**src/rtl/weight_bank_stream.sv**
```systemverilog
// Runtime-loadable weight store for one fully-connected layer: NUM_NEURON banks are
// loaded neuron-major through a valid/ready port, then replayed in lockstep per start.
module weight_bank_stream #(
  parameter int NUM_WEIGHT = 30,
  parameter int NUM_NEURON = 4,
  parameter int DATA_WIDTH = 16,
  parameter int ADDR_WIDTH = $clog2(NUM_WEIGHT),
  parameter int NEUR_WIDTH = (NUM_NEURON > 1) ? $clog2(NUM_NEURON) : 1
) (
  input  logic                             clk,
  input  logic                             rst,
  input  logic                             load_valid,
  output logic                             load_ready,
  input  logic [DATA_WIDTH-1:0]            load_data,
  output logic                             load_done,
  output logic                             loaded,
  input  logic                             start,
  output logic                             busy,
  output logic                             out_valid,
  input  logic                             out_ready,
  output logic [NUM_NEURON*DATA_WIDTH-1:0] out_data,
  output logic [ADDR_WIDTH-1:0]            out_idx,
  output logic                             out_last,
  output logic                             stream_done
);

  localparam logic [ADDR_WIDTH-1:0] K_MAX = ADDR_WIDTH'(NUM_WEIGHT - 1);
  localparam logic [NEUR_WIDTH-1:0] B_MAX = NEUR_WIDTH'(NUM_NEURON - 1);

  typedef enum logic [0:0] {IDLE, STREAM} state_t;

  state_t                 state_reg, state_next;
  logic [ADDR_WIDTH-1:0]  wptr_reg;
  logic [NEUR_WIDTH-1:0]  bptr_reg;
  logic                   loaded_reg;
  logic                   load_done_reg;
  logic [ADDR_WIDTH-1:0]  k_reg;
  logic                   issued_all_reg;
  logic                   out_valid_reg;
  logic [ADDR_WIDTH-1:0]  out_idx_reg;
  logic                   out_last_reg;
  logic                   stream_done_reg;

  logic advance;
  logic issue;
  logic load_accept;
  logic start_accept;
  logic last_accept;

  // start wins over a same-cycle load beat; reset also holds the port closed
  assign load_ready = (state_reg == IDLE) && !start && !rst;

  always_comb begin
    state_next   = state_reg;
    load_accept  = 1'b0;
    start_accept = 1'b0;
    issue        = 1'b0;
    last_accept  = 1'b0;
    advance      = !out_valid_reg || out_ready;
    case (state_reg)
      IDLE: begin
        load_accept = load_valid && load_ready;
        if (start && loaded_reg && (wptr_reg == '0) && (bptr_reg == '0)) begin
          start_accept = 1'b1;
          state_next   = STREAM;
        end
      end
      STREAM: begin
        issue       = advance && !issued_all_reg;
        last_accept = out_valid_reg && out_ready && out_last_reg;
        if (last_accept) begin
          state_next = IDLE;
        end
      end
      default: state_next = IDLE;
    endcase
  end

  always_ff @(posedge clk) begin
    if (rst) begin
      state_reg       <= IDLE;
      wptr_reg        <= '0;
      bptr_reg        <= '0;
      loaded_reg      <= 1'b0;
      load_done_reg   <= 1'b0;
      k_reg           <= '0;
      issued_all_reg  <= 1'b0;
      out_valid_reg   <= 1'b0;
      out_idx_reg     <= '0;
      out_last_reg    <= 1'b0;
      stream_done_reg <= 1'b0;
    end else begin
      state_reg       <= state_next;
      load_done_reg   <= 1'b0;
      stream_done_reg <= last_accept;

      if (load_accept) begin
        // a fresh load invalidates the old set until the final beat lands
        if ((wptr_reg == '0) && (bptr_reg == '0)) begin
          loaded_reg <= 1'b0;
        end
        if (wptr_reg == K_MAX) begin
          wptr_reg <= '0;
          if (bptr_reg == B_MAX) begin
            bptr_reg      <= '0;
            loaded_reg    <= 1'b1;
            load_done_reg <= 1'b1;
          end else begin
            bptr_reg <= bptr_reg + 1'b1;
          end
        end else begin
          wptr_reg <= wptr_reg + 1'b1;
        end
      end

      if (start_accept) begin
        k_reg          <= '0;
        issued_all_reg <= 1'b0;
      end

      if ((state_reg == STREAM) && advance) begin
        out_valid_reg <= issue;
        if (issue) begin
          out_idx_reg  <= k_reg;
          out_last_reg <= (k_reg == K_MAX);
          if (k_reg == K_MAX) begin
            issued_all_reg <= 1'b1;
          end else begin
            k_reg <= k_reg + 1'b1;
          end
        end
      end
    end
  end

  // One block RAM per bank; its read register doubles as the output data register
  for (genvar gi = 0; gi < NUM_NEURON; gi++) begin : g_bank
    logic [DATA_WIDTH-1:0] mem [NUM_WEIGHT];
    logic [DATA_WIDTH-1:0] rd_reg;

    always_ff @(posedge clk) begin
      if (load_accept && (bptr_reg == NEUR_WIDTH'(gi))) begin
        mem[wptr_reg] <= load_data;
      end
    end

    always_ff @(posedge clk) begin
      if (rst) begin
        rd_reg <= '0;
      end else if (issue) begin
        rd_reg <= mem[k_reg];
      end
    end

    assign out_data[gi*DATA_WIDTH +: DATA_WIDTH] = rd_reg;
  end

  assign busy        = (state_reg == STREAM);
  assign loaded      = loaded_reg;
  assign load_done   = load_done_reg;
  assign out_valid   = out_valid_reg;
  assign out_idx     = out_idx_reg;
  assign out_last    = out_last_reg;
  assign stream_done = stream_done_reg;

endmodule
```
**config.mk**
```make
export PLATFORM = sky130hd
export DESIGN_NAME = weight_bank_stream
export DESIGN_NICKNAME = d
export VERILOG_FILES = /design/src/rtl/weight_bank_stream.sv
export SDC_FILE = /design/constraint.sdc
export NUM_CORES = 2
export LEC_CHECK = 0
export BUFFER_PORTS_ARGS = -buffer_cell sky130_fd_sc_hd__buf_2
export CORE_UTILIZATION = 40
export DETAILED_ROUTE_END_ITERATION = 8
export GPL_ROUTABILITY_DRIVEN = 0
export SLEW_MARGIN = 10
export SYNTH_ARGS = -nofsm -noshare
export SYNTH_HDL_FRONTEND = slang
export SYNTH_SLANG_ARGS = --single-unit
```
**constraint.sdc**
```tcl
create_clock -name clk -period 7.4 [get_ports clk]
set_input_delay 1.48 -clock clk [delete_from_list [all_inputs] [get_ports clk]]
set_output_delay 1.48 -clock clk [all_outputs]
set_load 0.05 [all_outputs]
```
==> results.tsv <==
metric	value	unit
syn-cell-area	0.0774	mm2
cp_max_fo	27	
grt_pass1_vias	37960	
crit_family	simple AND/OR/NAND/NOR gates	
drt_iter0_drc	4538	
fillers	16055	
path_common_cell	buf_4	
synth_seq_cells	2008	
syn_nets	3840	
vias	38379	
irDropWorstVdd	0.203	mV
worstSetupPathType	in2reg	
met3_usage	0.0502	
fin_crit_sh	0.532	
pin_count	97	
synthCells	3809	
cp.required	7.81	ns
avgRoutedWirePerCell	31.5	um
cts_resized	0	
cts_tree	yes	
cp_slowest_stage_delay	0.77	ns
drive_above_1_share	0.276	
worst_pin_slew	1.19	ns
die_x	442	um
fin_util	0.453	
grt_start_max_net_pins	113	
drc	0	
hpwlAfterDp	126000	um
final_nets	3999	
setup_slack	3.46	ns
timing.fmax	0.254	GHz
p_leak	25.9	nW
cts-root-buf	clkbuf_16	
rsz0062_at_grt	false	
setup_viol	0	
grt-busiest-layer	met2	
ys_warn_count	0	
postPlaceCellArea	0.0810	mm2
maxSlewHeadroom	0.205	
seq_area_frac_synth	0.767	
chipHeight	442	um
synth_edf_count	1920	
fp.coreArea	0.192	mm2
io_buffers	96	
grt_pass1_wl	295000	um
place_ws	2.71	ns
num_rows	161	
design_area	0.0872	mm2
status	finished, final reports clean	
period_needed	3.94	ns
grtUsageMet2	0.337	
firstDrtPassIters	8	
antenna_found_initial	7	
grt_usage	0.213	
worst_path_max_delay_cell	nor2_2	
design.die.area	0.195	mm2
clkLatencyLatePin	0.82	ns
hold_viol_final	0	
start_kind	primary input	
path_clk_slew	0.06	ns
endpoint_kind	register	
power.density	257	mW/mm2
via_per_inst	5.76	
cp.arrival	4.35	ns
synthFlopType	edfxtp_1	
overflow	0	
path_buf_inv	2	
post_cts_buffers	0	
synth.avg_cell_area	20.3	um2
areaGrowthSynthToFinish	12.6	%
cts_made_buffers	198	
initial_core_util	0.403	
ys_async_sr_fraction	0	
cts.sinks	2008	
grtUsageMet1	0.293	
cts_max_level	4	
cts.path.max_buffers	3	
finalMaxSlewViolations	0	
max-cap-violations	0	
largest_reg_flops	1920	
hold_class	reg2reg	
total_power	0.0224	W
postCtsHoldBufs	0	
finClkSkew	0.0388	ns
totalWireLength	210000	um
synth_cell_type_count	48	
tns	0	ns
crit_chain	buf_4, nor3_1, and2_1, nand2_1, buf_4, nor2_2	
antenna_left	0	
final cells by class:
| type | instances | area, um2 | share of cell area |
|---|---|---|---|
| diodes | 7 | 17.5 | 0.000201 |
| clock buffers | 274 | 5500 | 0.0631 |
| clock inverters | 87 | 732 | 0.00839 |
| inverters | 7 | 26.3 | 0.000301 |
| multi-input cells | 1563 | 17100 | 0.196 |
| flip-flops and latches | 2008 | 59400 | 0.681 |
| well taps | 2526 | 3160 | 0.0362 |
| repair buffers | 190 | 1280 | 0.0147 |
synth_stat cells, types with 2 or more instances:
cell | count | share of area
a21oi_1 | 19 | 0.0012
a22o_1 | 27 | 0.0031
a22oi_1 | 135 | 0.013
a31oi_1 | 59 | 0.0048
a32oi_1 | 58 | 0.0066
a41oi_1 | 6 | 0.00068
and2_1 | 6 | 0.00048
and3_1 | 3 | 0.00024
buf_1 | 17 | 0.00082
buf_2 | 73 | 0.0047
buf_4 | 38 | 0.0037
buf_6 | 11 | 0.0016
clkbuf_1 | 91 | 0.0044
dfxtp_1 | 88 | 0.023
edfxtp_1 | 1920 | 0.74
ha_1 | 10 | 0.0016
inv_1 | 7 | 0.00034
mux2_2 | 281 | 0.041
mux2i_1 | 251 | 0.032
mux4_2 | 297 | 0.086
nand2_1 | 102 | 0.0049
nand2b_1 | 25 | 0.0020
nand3_1 | 21 | 0.0014
nand4_1 | 3 | 0.00024
nand4b_1 | 2 | 0.00023
nor2_1 | 132 | 0.0064
nor2_2 | 2 | 0.00016
nor2b_1 | 13 | 0.0011
nor3_1 | 8 | 0.00052
o211ai_1 | 29 | 0.0028
o21ai_0 | 30 | 0.0019
o22ai_1 | 27 | 0.0022
xor2_1 | 3 | 0.00034
per-stage QoR:
| stage | hold WS, ns | instances |
|---|---|---|
| after detailed placement | 0.473 | 6294 |
| after global placement | 0.460 | 6294 |
| after CTS | 0.483 | 6655 |
| final | 0.479 | 6662 |
| after global routing | 0.502 | 6655 |
| after floorplan | 0.449 | 3809 |
cell usage in the layout, fill, tap and decap left out, types with 5 or more instances in the layout:
cell,synthesis,layout
edfxtp_1,1920,1920
mux4_2,297,297
mux2_2,281,281
mux2i_1,251,251
clkbuf_16,0,206
a22oi_1,135,135
buf_4,38,107
nand2_1,102,101
dfxtp_1,88,84
nor2_2,2,83
buf_2,73,79
a31oi_1,59,59
clkbuf_1,91,59
a32oi_1,58,58
nor2_1,132,48
clkinv_1,0,34
clkinv_2,0,32
o21ai_0,30,30
o211ai_1,29,29
o22ai_1,27,27
a22o_1,27,27
nand2b_1,25,25
nand3_1,21,21
a21oi_1,19,19
ha_1,10,10
bufinv_16,0,10
nor2b_1,13,9
clkbuf_8,0,9
nor3_1,8,8
diode_2,0,7
inv_1,7,7
a41oi_1,6,6
and2_1,6,5
kinds of logic after synthesis:
logic type	share of synthesized area
AOI/OAI and AO/OA	0.0365
DFF	0.767
and+or+nand+nor	0.0188
xor gates and xnor gates	0.000452
muxes	0.160
adders and majority gates	0.00162
buffers and inverters	0.0156
metal layers:
metal | vias up | wire (um) | part of all wire
li1 | 16015 | - | -
met2 | 1617 | 99900 | 0.48
met4 | 2 | 6360 | 0.030
met5 | - | 13 | 0.000062
met3 | 290 | 17800 | 0.085
met1 | 20455 | 86000 | 0.41
worst register-to-register path, stage by stage, from the launching register on:
cell and delay (ns):
dfxtp_4 0.36, buf_12 0.50, buf_4 1.04, mux4_2 0.70, mux2_2 0.27, a22oi_1 0.28, a41oi_1 0.16
path summary, 6_finish.rpt:
kind / startpoint / end / slack (ns) / cells after the start
worst min-delay path: issued_all_reg$_SDFF_PP0_ / issued_all_reg$_SDFF_PP0_ / 0.48 / 2
worst min register to register: issued_all_reg$_SDFF_PP0_ / issued_all_reg$_SDFF_PP0_ / 0.48 / 2
worst max register to register: k_reg[0]$_SDFF_PP0_ / g_bank[3].rd_reg[13]$_SDFFE_PP0P_ / 3.92 / 6
worst max-delay path: rst / g_bank[0].mem[8][10]$_DFFE_PP_ / 3.46 / 6
report_power, final:
group / total [W] / switching (W) / internal, W
Sequential: 0.0124 / 0.00000141 / 0.0124
Combinational: 0.000272 / 0.000253 / 0.0000194
Clock: 0.00972 / 0.00419 / 0.00553
Total: 0.0224 / 0.00445 / 0.0180
No activity file was read; power rests on OpenSTA's default activity.
